$ cat src/rtl/cdb_arbiter.sv
// cdb_arbiter
// Shares the common data bus between the ALU and the load/store buffer.
// Each producer has a small FIFO behind a valid/ready handshake; one result
// per cycle is granted round-robin and broadcast on registered CDB outputs.
//
// Ports:
//   clk, rst_n            clock, synchronous active-low reset
//   rdy                   global enable; low freezes every register
//   rollback              synchronous flush from the ROB
//   alu_valid/tag/data    ALU result offer; alu_ready = accepted when valid
//   lsb_valid/tag/data    LSB result offer; lsb_ready = accepted when valid
//   cdb_valid/tag/data    registered broadcast
//   cdb_src               registered source of the broadcast (0 ALU, 1 LSB)
module cdb_arbiter #(
    parameter int DATA_W     = 32,
    parameter int TAG_W      = 4,
    parameter int FIFO_DEPTH = 2
) (
    input  logic              clk,
    input  logic              rst_n,
    input  logic              rdy,
    input  logic              rollback,
    input  logic              alu_valid,
    input  logic [TAG_W-1:0]  alu_tag,
    input  logic [DATA_W-1:0] alu_data,
    output logic              alu_ready,
    input  logic              lsb_valid,
    input  logic [TAG_W-1:0]  lsb_tag,
    input  logic [DATA_W-1:0] lsb_data,
    output logic              lsb_ready,
    output logic              cdb_valid,
    output logic [TAG_W-1:0]  cdb_tag,
    output logic [DATA_W-1:0] cdb_data,
    output logic              cdb_src
);
    localparam int PW = $clog2(FIFO_DEPTH);
    localparam int CW = PW + 1;
    localparam logic [CW-1:0] DEPTH_C = CW'(FIFO_DEPTH);

    // index 0 = ALU, index 1 = LSB throughout
    logic [TAG_W-1:0]  mem_tag  [2][FIFO_DEPTH];
    logic [DATA_W-1:0] mem_data [2][FIFO_DEPTH];
    logic [PW-1:0]     rd_ptr   [2];
    logic [PW-1:0]     wr_ptr   [2];
    logic [CW-1:0]     cnt      [2];
    logic              prio;

    logic [1:0]        in_valid;
    logic [TAG_W-1:0]  in_tag  [2];
    logic [DATA_W-1:0] in_data [2];
    logic [1:0]        ready;
    logic [1:0]        acc;
    logic [1:0]        has_q;
    logic [1:0]        cand;
    logic [1:0]        push;
    logic [1:0]        pop;
    logic              grant;
    logic              win;
    logic [TAG_W-1:0]  win_tag;
    logic [DATA_W-1:0] win_data;

    always_comb begin
        in_valid   = {lsb_valid, alu_valid};
        in_tag[0]  = alu_tag;
        in_tag[1]  = lsb_tag;
        in_data[0] = alu_data;
        in_data[1] = lsb_data;
    end

    // acc is "accepted and worth keeping": tag 0 offers are taken but dropped.
    always_comb begin
        ready = '0;
        acc   = '0;
        has_q = '0;
        cand  = '0;
        for (int s = 0; s < 2; s++) begin
            ready[s] = rst_n && rdy && !rollback && (cnt[s] < DEPTH_C);
            acc[s]   = in_valid[s] && ready[s] && (in_tag[s] != '0);
            has_q[s] = (cnt[s] != '0);
            cand[s]  = has_q[s] || acc[s];
        end
    end

    always_comb begin
        grant = |cand;
        win   = (&cand) ? prio : cand[1];
        pop   = '0;
        push  = '0;
        for (int s = 0; s < 2; s++) begin
            pop[s]  = grant && (win == 1'(s)) && has_q[s];
            // an accepted offer is queued unless it went straight out as bypass
            push[s] = acc[s] && !(grant && (win == 1'(s)) && !has_q[s]);
        end
        win_tag  = has_q[win] ? mem_tag[win][rd_ptr[win]]  : in_tag[win];
        win_data = has_q[win] ? mem_data[win][rd_ptr[win]] : in_data[win];
    end

    assign alu_ready = ready[0];
    assign lsb_ready = ready[1];

    always_ff @(posedge clk) begin
        if (!rst_n) begin
            for (int s = 0; s < 2; s++) begin
                rd_ptr[s] <= '0;
                wr_ptr[s] <= '0;
                cnt[s]    <= '0;
            end
            prio      <= 1'b0;
            cdb_valid <= 1'b0;
            cdb_tag   <= '0;
            cdb_data  <= '0;
            cdb_src   <= 1'b0;
        end else if (rollback) begin
            for (int s = 0; s < 2; s++) begin
                rd_ptr[s] <= '0;
                wr_ptr[s] <= '0;
                cnt[s]    <= '0;
            end
            prio      <= 1'b0;
            cdb_valid <= 1'b0;
        end else if (rdy) begin
            for (int s = 0; s < 2; s++) begin
                if (push[s]) wr_ptr[s] <= wr_ptr[s] + PW'(1);
                if (pop[s])  rd_ptr[s] <= rd_ptr[s] + PW'(1);
                if (push[s] && !pop[s])
                    cnt[s] <= cnt[s] + CW'(1);
                else if (pop[s] && !push[s])
                    cnt[s] <= cnt[s] - CW'(1);
            end
            cdb_valid <= grant;
            if (grant) begin
                cdb_tag  <= win_tag;
                cdb_data <= win_data;
                cdb_src  <= win;
                prio     <= ~win;
            end
        end
    end

    // storage needs no reset; push is already qualified by rst_n, rdy, rollback
    always_ff @(posedge clk) begin
        for (int s = 0; s < 2; s++) begin
            if (push[s]) begin
                mem_tag[s][wr_ptr[s]]  <= in_tag[s];
                mem_data[s][wr_ptr[s]] <= in_data[s];
            end
        end
    end

endmodule

$ cat config.mk
export PLATFORM = sky130hd
export DESIGN_NAME = cdb_arbiter
export DESIGN_NICKNAME = d
export VERILOG_FILES = /design/src/rtl/cdb_arbiter.sv
export SDC_FILE = /design/constraint.sdc
export NUM_CORES = 1
export LEC_CHECK = 0
export CAP_MARGIN = 20
export CORE_UTILIZATION = 59
export CTS_BUF_LIST = sky130_fd_sc_hd__clkbuf_4 sky130_fd_sc_hd__clkbuf_8
export CTS_CLUSTER_SIZE = 28
export DETAILED_ROUTE_END_ITERATION = 12
export PLACE_DENSITY = 0.86
export SLEW_MARGIN = 20
export SYNTH_ARGS = -nofsm -noshare
export SYNTH_HDL_FRONTEND = slang
export SYNTH_SLANG_ARGS = --single-unit
$ cat constraint.sdc
create_clock -name clk -period 14.2 [get_ports clk]
set_clock_uncertainty 0.1 [all_clocks]
set_input_delay 4.26 -clock clk [delete_from_list [all_inputs] [get_ports clk]]
set_output_delay 4.26 -clock clk [all_outputs]
set_load 0.03 [all_outputs]
== Word-level counts from Yosys, hierarchy flattened ==
Memory sizes are Yosys's and may differ from the RTL's.
Cells that the tools add are included.
Word-level totals
  bits in registers: 39
  latch bits: 0
  memory bits (writable): 152
  ROM bits: 0
  bits of input ports: 78
  output and inout port bits: 40
  memories kept: 5
Memories
  mem_data: words 2, width 64, rd ports 1, clocked after memory_dff 0, wr ports 2, line 42  | logic [DATA_W-1:0] mem_data [2][FIFO_DEPTH];
  mem_tag: words 2, width 8, rd ports 1, clocked after memory_dff 0, wr ports 2, line 41  | logic [TAG_W-1:0] mem_tag [2][FIFO_DEPTH];
  cnt: words 2, width 2, rd ports 2, clocked after memory_dff 0, wr ports 2, line 45  | logic [CW-1:0] cnt [2];
  rd_ptr: words 2, width 1, rd ports 3, clocked after memory_dff 0, wr ports 2, line 43  | logic [PW-1:0] rd_ptr [2];
  wr_ptr: words 2, width 1, rd ports 2, clocked after memory_dff 0, wr ports 2, line 44  | logic [PW-1:0] wr_ptr [2];
Operators by class
  add/subtract/negate cells: 8
  $mul: 0
  div/mod/pow operators: 0
  order comparisons: 9
  equal/unequal tests: 0
  shifts and indexed selects: 0
  multiplexer cells: 89
  bitwise gates (word level): 21
  reduce and logical (&&, ||, !) cells: 42
Operators with widths (number)
  $mux 32: 9
  $mux 64: 2
  $demux 32 s1: 2
  $mux 1: 57
  $mux 4: 9
  $logic_and 1x1->1: 22
  $mux 8: 2
  $or 1x1->1: 14
  $mux 2: 6
  $logic_not 1->1: 9
  $demux 4 s1: 2
  $ge 2x2->1 const B: 4
  $not 1->2: 4
  $reduce_bool 4->1: 2
  $add 1x1->1 const B: 4
  $add 2x1->2 const B: 2
  $lt 2x1->1 const B: 2
  $lt 2x2->1 const B: 2
  $reduce_and 2->1: 2
  $reduce_bool 2->1: 2
  $reduce_or 2->1: 2
  $sub 2x1->2 const B: 2
  $not 1->1: 3
  $reduce_and 3->1: 1
  other kinds (2): 3

== Logic depth before layout (Yosys ltp) ==
Gate-level depths: netlist (run 1).
  depth after elaboration: 22
  mapped depth: 10
  depth with buffers taken out: 7

== Worst setup path after synthesis (run 1) ==
No wires, ideal clock.
  kind: input to output
  from: input port rst_n
  to: output port alu_ready
  data arrival time: 4.981 ns
  required time: 9.840 ns
  slack: 4.859 ns
  stages on the path: 3
  buffers on the path: 1
  cell sequence: buf_2 nand3b_2 nor2_1
On the way
  cells in the longest elaborated chain, start to end: 3
Ends and longest elaborated chain
  from (decl): line 20  | input logic rst_n,
  $logic_and 1x1->1 (3 in series): line 77  | ready[s] = rst_n && rdy && !rollback && (cnt[s] < DEPTH_C);
  to (decl): line 26  | output logic alu_ready,
No other way between the ends.

== Worst setup path in the final report (run 1) ==
  from: input port rdy
  to: output port alu_ready
On the way
  cells in the longest elaborated chain, start to end: 3
Ends and longest elaborated chain
  from (decl): line 21  | input logic rdy,
  $logic_and 1x1->1 (3 in series): line 77
No other way between the ends.

==> results of run 1 <==
==> Yosys cell counts (all sizes together), types with 2 or more instances <==
cell type / count
edfxtp: 152
dfxtp: 39
a221oi: 37
mux2i: 37
nor2b: 37
a211o: 35
a211oi: 35
a32o: 35
buf: 25
clkbuf: 24
nor2: 16
a21oi: 11
nand2: 11
o21ai: 9
inv: 6
a31oi: 3
and3: 3
nand2b: 3
nor4: 3
a21o: 2
and2: 2
nor4b: 2
o31ai: 2
o41a: 2
==> registers in the layout (all words and copies together), names as in the netlist, 2 cells and up <==
register,count
cnt,4
cdb_tag,4
rd_ptr,2
mem_data,128
mem_tag,16
wr_ptr,2
cdb_data,32
==> where the power goes <==
| part | internal (mW) | switching, mW |
|---|---|---|
| clock | 0.185 | 0.176 |
| sequential | 0.618 | 0.0111 |
| combinational | 0.0706 | 0.0976 |
| total | 0.874 | 0.284 |
==> logic make-up after synthesis <==
family,count (synthesis),synth area share
flip-flops,191,0.667
AO/OA/AOI/OAI,182,0.191
AND/OR/NAND/NOR,83,0.0596
buffers and inverters,55,0.0321
multiplexers,38,0.0476
XOR/XNOR,1,0.00109
adder cells (fa/ha/maj),1,0.00156
==> cell usage in the layout, fill, tap and decap left out, types with 5 or more instances in the layout <==
master	synthesis	routed
sky130_fd_sc_hd__nor2b_1	37	37
sky130_fd_sc_hd__a32o_1	35	35
sky130_fd_sc_hd__nor2_1	16	13
sky130_fd_sc_hd__clkbuf_8	0	19
sky130_fd_sc_hd__inv_1	6	6
sky130_fd_sc_hd__a21oi_1	11	11
sky130_fd_sc_hd__a221oi_1	37	37
sky130_fd_sc_hd__edfxtp_1	152	152
sky130_fd_sc_hd__dfxtp_1	39	39
sky130_fd_sc_hd__mux2i_1	37	37
sky130_fd_sc_hd__a211oi_1	35	35
sky130_fd_sc_hd__a211o_1	35	35
sky130_fd_sc_hd__clkinv_1	0	5
sky130_fd_sc_hd__clkdlybuf4s50_1	0	116
sky130_fd_sc_hd__o21ai_0	8	8
sky130_fd_sc_hd__buf_4	1	7
sky130_fd_sc_hd__nand2_1	11	11
==> worst max-delay path: cells and delay by family <==
kind	cells	cell delay [ns]
buffers and inverters	2	1.45
AND/OR/NAND/NOR	2	0.43
==> how the worst max path moves through the flow <==
stage | from | end
after floorplan | rst_n | alu_ready
after global placement | rdy | alu_ready
after detailed placement | rdy | alu_ready
after CTS | rdy | alu_ready
after global routing | rdy | alu_ready
final | rdy | alu_ready
==> cell type report <==
| cell class | count | share of cell area |
|---|---|---|
| Inverter | 6 | 0.00231 |
| Sequential cell | 191 | 0.547 |
| Timing Repair Buffer | 128 | 0.135 |
| Multi-Input combinational cell | 305 | 0.252 |
| Tap cell | 176 | 0.0225 |
| Clock buffer | 22 | 0.0291 |
| Clock inverter | 9 | 0.0119 |
==> metal layers <==
metal	share of wire	track usage	vias to the layer above
met2	0.49	0.460	339
li1	-	-	2457
met3	0.095	0.0671	40
met4	0.020	0.129	0
met5	0	0	-
met1	0.39	0.374	2789
==> stage by stage <==
step | cells | util | hold slack [ns]
global placement | 802 | 0.700 | 0.371
finish | 837 | 0.738 | 0.382
floorplan | 551 | - | 0.426
global route | 837 | 0.738 | 0.421
CTS | 835 | 0.733 | 0.388
detailed placement | 804 | 0.703 | 0.370
==> report_table.html, run 1 <==
<table>
<tr><th>Metric</th><th>Value</th></tr>
<tr><th colspan="2">Setup path</th></tr>
<tr><td>Launch point of the worst reg-to-reg path</td><td>cnt[0][1]$_SDFFCE_PN0P_</td></tr>
<tr><td>Startpoint type of the worst setup path</td><td>input pin</td></tr>
<tr><td>WS Path Type</td><td>in -&gt; out</td></tr>
<tr><td>Worst Path Max Fanout</td><td>12</td></tr>
<tr><td>Standard cell with the maximum stage delay on the critical path</td><td>sky130_fd_sc_hd__clkdlybuf4s50_1</td></tr>
<tr><td>CP most frequent cell</td><td>sky130_fd_sc_hd__clkdlybuf4s50_1</td></tr>
<tr><td>Worst reg2reg endpoint</td><td>cnt[0][0]$_SDFFCE_PN0P_</td></tr>
<tr><td>Cells traversed along the worst timing path</td><td>clkdlybuf4s50_1 &gt; nand3b_2 &gt; nor2_1 &gt; clkdlybuf4s50_1</td></tr>
<tr><td>Minimum setup slack among reg-to-reg paths</td><td>10.61 ns</td></tr>
<tr><td>Kind of end point of the critical path</td><td>output pin</td></tr>
<tr><td>Highest cell delay on the worst timing path</td><td>roughly 0.75 ns</td></tr>
<tr><td>Req. time, crit path</td><td>between 9 and 10 ns</td></tr>
<tr><td>Number of cells traversed by the worst register-to-register path</td><td>5</td></tr>
<tr><td>Arrival time at the worst endpoint</td><td>just over 6 ns</td></tr>
<tr><th colspan="2">CTS</th></tr>
<tr><td>CTS H-tree lvls</td><td>4</td></tr>
<tr><td>Number of buffers added by the clock tree synthesis step</td><td>17</td></tr>
<tr><td>Number of clock sinks</td><td>191</td></tr>
<tr><td>Largest buffer count on any clock path</td><td>2</td></tr>
<tr><td>Insertion delay of the later-clocked pin in the worst-skew pair</td><td>0.47 ns</td></tr>
<tr><td>Clock-pin transition on the worst setup and hold timing paths</td><td>about 0.08 ns</td></tr>
<tr><td>Root buffer cell</td><td>sky130_fd_sc_hd__clkbuf_8</td></tr>
<tr><td>Number of buffers inserted for hold repair after clock tree synthesis</td><td>0</td></tr>
<tr><td>TritonCTS clock tree</td><td>built</td></tr>
<tr><td>Number of gates resized after cts</td><td>0</td></tr>
<tr><td>Post-CTS setup repair buffer count</td><td>0</td></tr>
<tr><th colspan="2">Routing</th></tr>
<tr><td>Total routed wirelength</td><td>roughly 20 mm</td></tr>
<tr><td>Final routed DRC violation total</td><td>0</td></tr>
<tr><td>DR WL/cell</td><td>~23 microns</td></tr>
<tr><td>Via-to-Cell Ratio</td><td>6.72</td></tr>
<tr><td>DRT Pass-1 Iters</td><td>5</td></tr>
<tr><td>Post-DRT Antenna Nets</td><td>0</td></tr>
<tr><td>Vias after detailed routing</td><td>5625</td></tr>
<tr><td>Violation count after the first detailed-routing iteration</td><td>around 650</td></tr>
<tr><th colspan="2">Synthesis</th></tr>
<tr><td>Post-Syn Instances</td><td>between 500 and 600</td></tr>
<tr><td>Post-Syn Area per Cell</td><td>~15 sq um</td></tr>
<tr><td>Number of distinct library cell variants in the gate-level netlist after synthesis</td><td>between 40 and 50</td></tr>
<tr><td>Net count after synthesis</td><td>630</td></tr>
<tr><td>Largest area contributor in the netlist</td><td>sky130_fd_sc_hd__edfxtp_1</td></tr>
<tr><td>FFs w/ async S/R, synth</td><td>0</td></tr>
<tr><td>Post-synth top flop</td><td>sky130_fd_sc_hd__edfxtp_1</td></tr>
<tr><td>Synthesis warning total</td><td>0</td></tr>
<tr><td>Portion of the post-synthesis area used by sequential elements</td><td>0.667</td></tr>
<tr><td>Number of enable-type register cells in the synthesized netlist</td><td>~150</td></tr>
<tr><td>Leading post-synthesis cells by cell area</td><td>sky130_fd_sc_hd__edfxtp_1, sky130_fd_sc_hd__dfxtp_1, sky130_fd_sc_hd__mux2i_1</td></tr>
<tr><td>Netlist area before placement</td><td>roughly 8000 sq um</td></tr>
<tr><td>Area fraction of the dominant cell type after synthesis</td><td>0.569</td></tr>
<tr><td>Synth Register Bits</td><td>191</td></tr>
<tr><th colspan="2">GRT</th></tr>
<tr><td>Maximum number of pins on one net before global-route repair</td><td>53</td></tr>
<tr><td>Wire length of the first global-routing pass</td><td>approximately 30 mm</td></tr>
<tr><td>Total track usage</td><td>0.287</td></tr>
<tr><td>Vias in the first global route</td><td>around 5600</td></tr>
<tr><td>Overflow left after global routing</td><td>0</td></tr>
<tr><td>Number of antenna violations at the first check in global routing</td><td>0</td></tr>
<tr><th colspan="2">Worst hold path</th></tr>
<tr><td>Classification of the worst-slack hold path</td><td>reg -&gt; reg</td></tr>
<tr><td>Start point of the worst hold path</td><td>cdb_valid$_SDFFE_PP0P_</td></tr>
<tr><td>Hold depth</td><td>2</td></tr>
<tr><td>End point of the most critical hold path</td><td>cdb_valid$_SDFFE_PP0P_</td></tr>
<tr><th colspan="2">Die</th></tr>
<tr><td>Initial core utilization</td><td>0.606</td></tr>
<tr><td>Floorplan die area</td><td>approximately 14000 sq um</td></tr>
<tr><td>DIE WIDTH</td><td>~120 microns</td></tr>
<tr><td>Core Region</td><td>about 13000 sq um</td></tr>
<tr><td>Number of top-level pins</td><td>between 100 and 150</td></tr>
<tr><td>Die height</td><td>around 120 microns</td></tr>
<tr><td>Floorplan row count</td><td>42</td></tr>
<tr><th colspan="2">Pwr</th></tr>
<tr><td>Pwr dens</td><td>around 120 nW/um^2</td></tr>
<tr><td>Final Power</td><td>~1.2 mW</td></tr>
<tr><td>Maximum vdd drop</td><td>between 0.05 and 0.06 mV</td></tr>
<tr><td>Static leakage</td><td>~3.4 nW</td></tr>
<tr><th colspan="2">Placed design</th></tr>
<tr><td>RD Place Congestion</td><td>0.895</td></tr>
<tr><td>Post-DP HPWL</td><td>roughly 11 mm</td></tr>
<tr><td>Dpl ws</td><td>roughly 3.7 ns</td></tr>
<tr><td>Dpl cell area</td><td>around 9300 sq um</td></tr>
<tr><td>Number of buffers inserted by port buffering</td><td>~120</td></tr>
<tr><th colspan="2">Timing</th></tr>
<tr><td>Final setup slack of the worst path</td><td>between 3 and 4 ns</td></tr>
<tr><td>Final period util</td><td>0.739</td></tr>
<tr><td>Total Neg Setup Slack</td><td>0 ns</td></tr>
<tr><td>Worst Max-Slew Pin Slew</td><td>about 1.1 ns</td></tr>
<tr><td>Unrepaired setup endpoints after global routing</td><td>no</td></tr>
<tr><td>Fmax</td><td>between 0.09 and 0.1 GHz</td></tr>
<tr><td>Final hold violation count</td><td>0</td></tr>
<tr><td>Time the final worst path needs with I/O delays and setup</td><td>about 10 ns</td></tr>
<tr><td>Setup violations, final</td><td>0</td></tr>
<tr><td>Fin. max-slew vios</td><td>0</td></tr>
<tr><td>Relative slew slack</td><td>0.269</td></tr>
<tr><th colspan="2">Layout</th></tr>
<tr><td>Post-route cell area</td><td>~9800 sq um</td></tr>
<tr><td>Filler instances</td><td>about 850</td></tr>
<tr><td>Area of the multi-input gates</td><td>2460 sq um</td></tr>
<tr><td>Layout cells sized above 1</td><td>0.0832</td></tr>
<tr><td>Count of inserted antenna diode cells</td><td>0</td></tr>
<tr><td>Layout-stage area growth over the synthesis result</td><td>21.8%</td></tr>
<tr><td>Fin nets</td><td>~730</td></tr>
<tr><td>Flip-flop and latch area</td><td>5350 sq um</td></tr>
<tr><th colspan="2">Outcome</th></tr>
<tr><td>Result of the run</td><td>finished clean</td></tr>
<tr><th colspan="2">Flow run</th></tr>
<tr><td>Count of max-cap constraint violations</td><td>0</td></tr>
</table>
Note: power is estimated with default switching activity, not from simulation.
==> run 2: changes to the inputs <==
--- a/config.mk
+++ b/config.mk
@@ -6,11 +6,11 @@
 export NUM_CORES = 1
 export LEC_CHECK = 0
 export CAP_MARGIN = 20
-export CORE_UTILIZATION = 59
+export CORE_UTILIZATION = 51
 export CTS_BUF_LIST = sky130_fd_sc_hd__clkbuf_4 sky130_fd_sc_hd__clkbuf_8
 export CTS_CLUSTER_SIZE = 28
 export DETAILED_ROUTE_END_ITERATION = 12
-export PLACE_DENSITY = 0.86
+export PLACE_DENSITY = 0.79
 export SLEW_MARGIN = 20
 export SYNTH_ARGS = -nofsm -noshare
 export SYNTH_HDL_FRONTEND = slang
==> constraint.sdc (replaced) <==
create_clock -name clk -period 9.45 [get_ports clk]
set_clock_uncertainty 0.1 [all_clocks]
set_input_delay 2.835 -clock clk [delete_from_list [all_inputs] [get_ports clk]]
set_output_delay 2.835 -clock clk [all_outputs]
set_load 0.03 [all_outputs]
==> run 2 against run 1 <==
  * Register-to-register slack worse by 4.7 ns
  * First-iteration DRC count decreased by 11%
  * Worst hold slack worse by 0.0050 ns
  * Non-clock buffer count stayed put
  * Critical path depth did not move
  * Global-route usage down 3.5 points
  * Highest routed layer unchanged
==> report_table.html, run 2 (synthesis gave the netlist of run 1 again) <==
<table>
<tr><th>Metric</th><th>Value</th></tr>
<tr><th colspan="2">GRT</th></tr>
<tr><td>Number of antenna violations at the first check in global routing</td><td>0 (unchanged)</td></tr>
<tr><td>Total track usage</td><td>0.252 (-0.0352)</td></tr>
<tr><td>Wire length of the first global-routing pass</td><td>30.6 mm (+1.5%)</td></tr>
<tr><td>Overflow left after global routing</td><td>0 (unchanged)</td></tr>
<tr><td>Maximum number of pins on one net before global-route repair</td><td>43 (-19%)</td></tr>
<tr><td>Vias in the first global route</td><td>5602 (+0.41%)</td></tr>
<tr><th colspan="2">Worst hold path</th></tr>
<tr><td>Classification of the worst-slack hold path</td><td>reg -&gt; reg</td></tr>
<tr><th colspan="2">Layout</th></tr>
<tr><td>Post-layout instance count excluding filler cells</td><td>873 (+4.3%)</td></tr>
<tr><td>Filler instances</td><td>1128 (+32%)</td></tr>
<tr><td>Post-route cell area</td><td>9830 sq um (+0.61%)</td></tr>
<tr><td>Count of inserted antenna diode cells</td><td>0 (unchanged)</td></tr>
<tr><td>Flip-flop and latch area</td><td>5350 sq um (unchanged)</td></tr>
<tr><td>Fin nets</td><td>728 (unchanged)</td></tr>
<tr><td>Layout-stage area growth over the synthesis result</td><td>22.6%</td></tr>
<tr><td>Most common library cell in the layout ignoring fill and taps</td><td>sky130_fd_sc_hd__edfxtp_1</td></tr>
<tr><td>Largest register FFs</td><td>128 (unchanged)</td></tr>
<tr><td>Layout cells sized above 1</td><td>0.0937 (+0.0104)</td></tr>
<tr><td>Area of the multi-input gates</td><td>2460 sq um (about the same)</td></tr>
<tr><td>Final Core Density</td><td>0.644 (-0.0935)</td></tr>
<tr><td>Leading cell types in the layout, fill and taps excluded</td><td>sky130_fd_sc_hd__edfxtp_1, sky130_fd_sc_hd__clkdlybuf4s50_1, sky130_fd_sc_hd__dfxtp_1</td></tr>
<tr><th colspan="2">Timing</th></tr>
<tr><td>Unrepaired setup endpoints after global routing</td><td>no</td></tr>
<tr><td>Final period util</td><td>0.813</td></tr>
<tr><td>Relative slew slack</td><td>0.284 (+0.0156)</td></tr>
<tr><td>Time the final worst path needs with I/O delays and setup</td><td>about 7.7 ns</td></tr>
<tr><td>Worst Max-Slew Pin Slew</td><td>1.07 ns (-0.0234 ns)</td></tr>
<tr><td>Setup violations, final</td><td>0 (unchanged)</td></tr>
<tr><td>Fmax</td><td>between 0.1 and 0.15 GHz</td></tr>
<tr><td>Final setup slack of the worst path</td><td>1.77 ns (-1.94 ns)</td></tr>
<tr><td>Final hold violation count</td><td>0 (unchanged)</td></tr>
<tr><td>Fin. max-slew vios</td><td>0 (unchanged)</td></tr>
<tr><td>Total Neg Setup Slack</td><td>0 ns (unchanged)</td></tr>
<tr><th colspan="2">Placed design</th></tr>
<tr><td>Dpl cells</td><td>841 (+4.6%)</td></tr>
<tr><td>RD Place Congestion</td><td>0.947 (+5.8%)</td></tr>
<tr><td>Number of buffers inserted by port buffering</td><td>117 (unchanged)</td></tr>
<tr><td>Post-DP HPWL</td><td>11.8 mm (+5.6%)</td></tr>
<tr><td>Dpl cell area</td><td>9430 sq um (+1.3%)</td></tr>
<tr><td>Dpl ws</td><td>1.81 ns (-1.89 ns)</td></tr>
<tr><th colspan="2">CTS</th></tr>
<tr><td>Insertion delay of the later-clocked pin in the worst-skew pair</td><td>0.46 ns (about the same)</td></tr>
<tr><td>Number of gates resized after cts</td><td>0 (unchanged)</td></tr>
<tr><td>Clock-pin transition on the worst setup and hold timing paths</td><td>0.08 ns (about the same)</td></tr>
<tr><td>Root buffer cell</td><td>sky130_fd_sc_hd__clkbuf_8</td></tr>
<tr><td>CTS H-tree lvls</td><td>4 (unchanged)</td></tr>
<tr><td>Largest buffer count on any clock path</td><td>2 (unchanged)</td></tr>
<tr><td>Number of buffers inserted for hold repair after clock tree synthesis</td><td>0 (unchanged)</td></tr>
<tr><td>Number of clock sinks</td><td>191 (unchanged)</td></tr>
<tr><td>Post-CTS setup repair buffer count</td><td>0 (unchanged)</td></tr>
<tr><td>Number of buffers added by the clock tree synthesis step</td><td>17 (unchanged)</td></tr>
<tr><td>TritonCTS clock tree</td><td>built</td></tr>
<tr><th colspan="2">Pwr</th></tr>
<tr><td>Static leakage</td><td>3.42 nW (+0.27%)</td></tr>
<tr><td>Pwr dens</td><td>175 nW/um^2 (+48%)</td></tr>
<tr><td>Maximum vdd drop</td><td>0.0985 mV (+70%)</td></tr>
<tr><th colspan="2">Setup path</th></tr>
<tr><td>Highest cell delay on the worst timing path</td><td>0.74 ns (about the same)</td></tr>
<tr><td>Standard cell with the maximum stage delay on the critical path</td><td>sky130_fd_sc_hd__clkdlybuf4s50_1</td></tr>
<tr><td>Req. time, crit path</td><td>6.52 ns (-3.32 ns)</td></tr>
<tr><td>CP most frequent cell</td><td>sky130_fd_sc_hd__clkdlybuf4s50_1</td></tr>
<tr><td>Cells traversed along the worst timing path</td><td>clkdlybuf4s50_1 &gt; nand3b_2 &gt; nor2_1 &gt; clkdlybuf4s50_1</td></tr>
<tr><td>Kind of end point of the critical path</td><td>output pin</td></tr>
<tr><td>WS Path Type</td><td>in -&gt; out</td></tr>
<tr><td>Worst Path Max Fanout</td><td>12 (unchanged)</td></tr>
<tr><td>Startpoint type of the worst setup path</td><td>input pin</td></tr>
<tr><td>Arrival time at the worst endpoint</td><td>4.75 ns (-1.39 ns)</td></tr>
<tr><th colspan="2">Routing</th></tr>
<tr><td>DRT Pass-1 Iters</td><td>5 (unchanged)</td></tr>
<tr><td>Final routed DRC violation total</td><td>0 (unchanged)</td></tr>
<tr><td>Vias after detailed routing</td><td>5513 (-2.0%)</td></tr>
<tr><td>Post-DRT Antenna Nets</td><td>0 (unchanged)</td></tr>
<tr><td>Total routed wirelength</td><td>19.5 mm (-0.37%)</td></tr>
<tr><td>DR WL/cell</td><td>22.3 microns (-4.5%)</td></tr>
<tr><td>Via-to-Cell Ratio</td><td>6.32 (-6.0%)</td></tr>
<tr><td>Violation count after the first detailed-routing iteration</td><td>584 (-11%)</td></tr>
<tr><th colspan="2">Outcome</th></tr>
<tr><td>Result of the run</td><td>finished clean</td></tr>
<tr><th colspan="2">Die</th></tr>
<tr><td>Floorplan die area</td><td>16200 sq um (+15%)</td></tr>
<tr><td>Number of top-level pins</td><td>118 (unchanged)</td></tr>
<tr><td>Core Region</td><td>15300 sq um (+15%)</td></tr>
<tr><td>Floorplan row count</td><td>45 (+7.1%)</td></tr>
<tr><td>Die height</td><td>127 microns (+7.4%)</td></tr>
<tr><td>Initial core utilization</td><td>0.526 (-0.0800)</td></tr>
<tr><td>DIE WIDTH</td><td>127 microns (+7.4%)</td></tr>
<tr><th colspan="2">Flow run</th></tr>
<tr><td>Count of max-cap constraint violations</td><td>0 (unchanged)</td></tr>
</table>
## run 2: cell type report
class,count,area share
Timing Repair Buffer,128,0.136
Clock buffer,27,0.0346
Clock inverter,5,0.00560
Tap cell,211,0.0269
Inverter,6,0.00229
Multi-Input combinational cell,305,0.251
Sequential cell,191,0.544
## run 2: routing by layer
metal	share of wire	GRT usage	up-vias
met5	0	0	-
met4	0.018	0.0980	0
met3	0.076	0.0456	29
met2	0.48	0.407	262
met1	0.42	0.341	2759
li1	-	-	2463
## run 2: critical path: cells and delay by family
family	cells	cell delay, ns
buf+inv	2	1.44
simple gates	2	0.48
## run 2: report_power, final
| part | switching (mW) | internal [mW] |
|---|---|---|
| Clock | 0.266 | 0.258 |
| Sequential | 0.0172 | 0.929 |
| Combinational | 0.144 | 0.106 |
| Total | 0.428 | 1.29 |
## run 2: final timing paths
| path | startpoint | endpoint | slack [ns] | depth (start not counted) |
|---|---|---|---|---|
| setup / recovery | rdy | alu_ready | 1.77 | 4 |
| hold / removal | cdb_valid$_SDFFE_PP0P_ | cdb_valid$_SDFFE_PP0P_ | 0.38 | 2 |
| hold reg to reg | cdb_valid$_SDFFE_PP0P_ | cdb_valid$_SDFFE_PP0P_ | 0.38 | 2 |
| setup reg to reg | cnt[1][1]$_DFFE_PP_ | cnt[0][0]$_SDFFCE_PN0P_ | 5.88 | 7 |
## run 2: per-stage QoR
| step | total power, mW | hold WS (ns) |
|---|---|---|
| after floorplan | 1.10 | 0.426 |
| after global placement | 1.20 | 0.374 |
| after detailed placement | 1.21 | 0.369 |
| after global routing | 1.78 | 0.426 |
| after CTS | 1.73 | 0.384 |
| final | 1.72 | 0.377 |
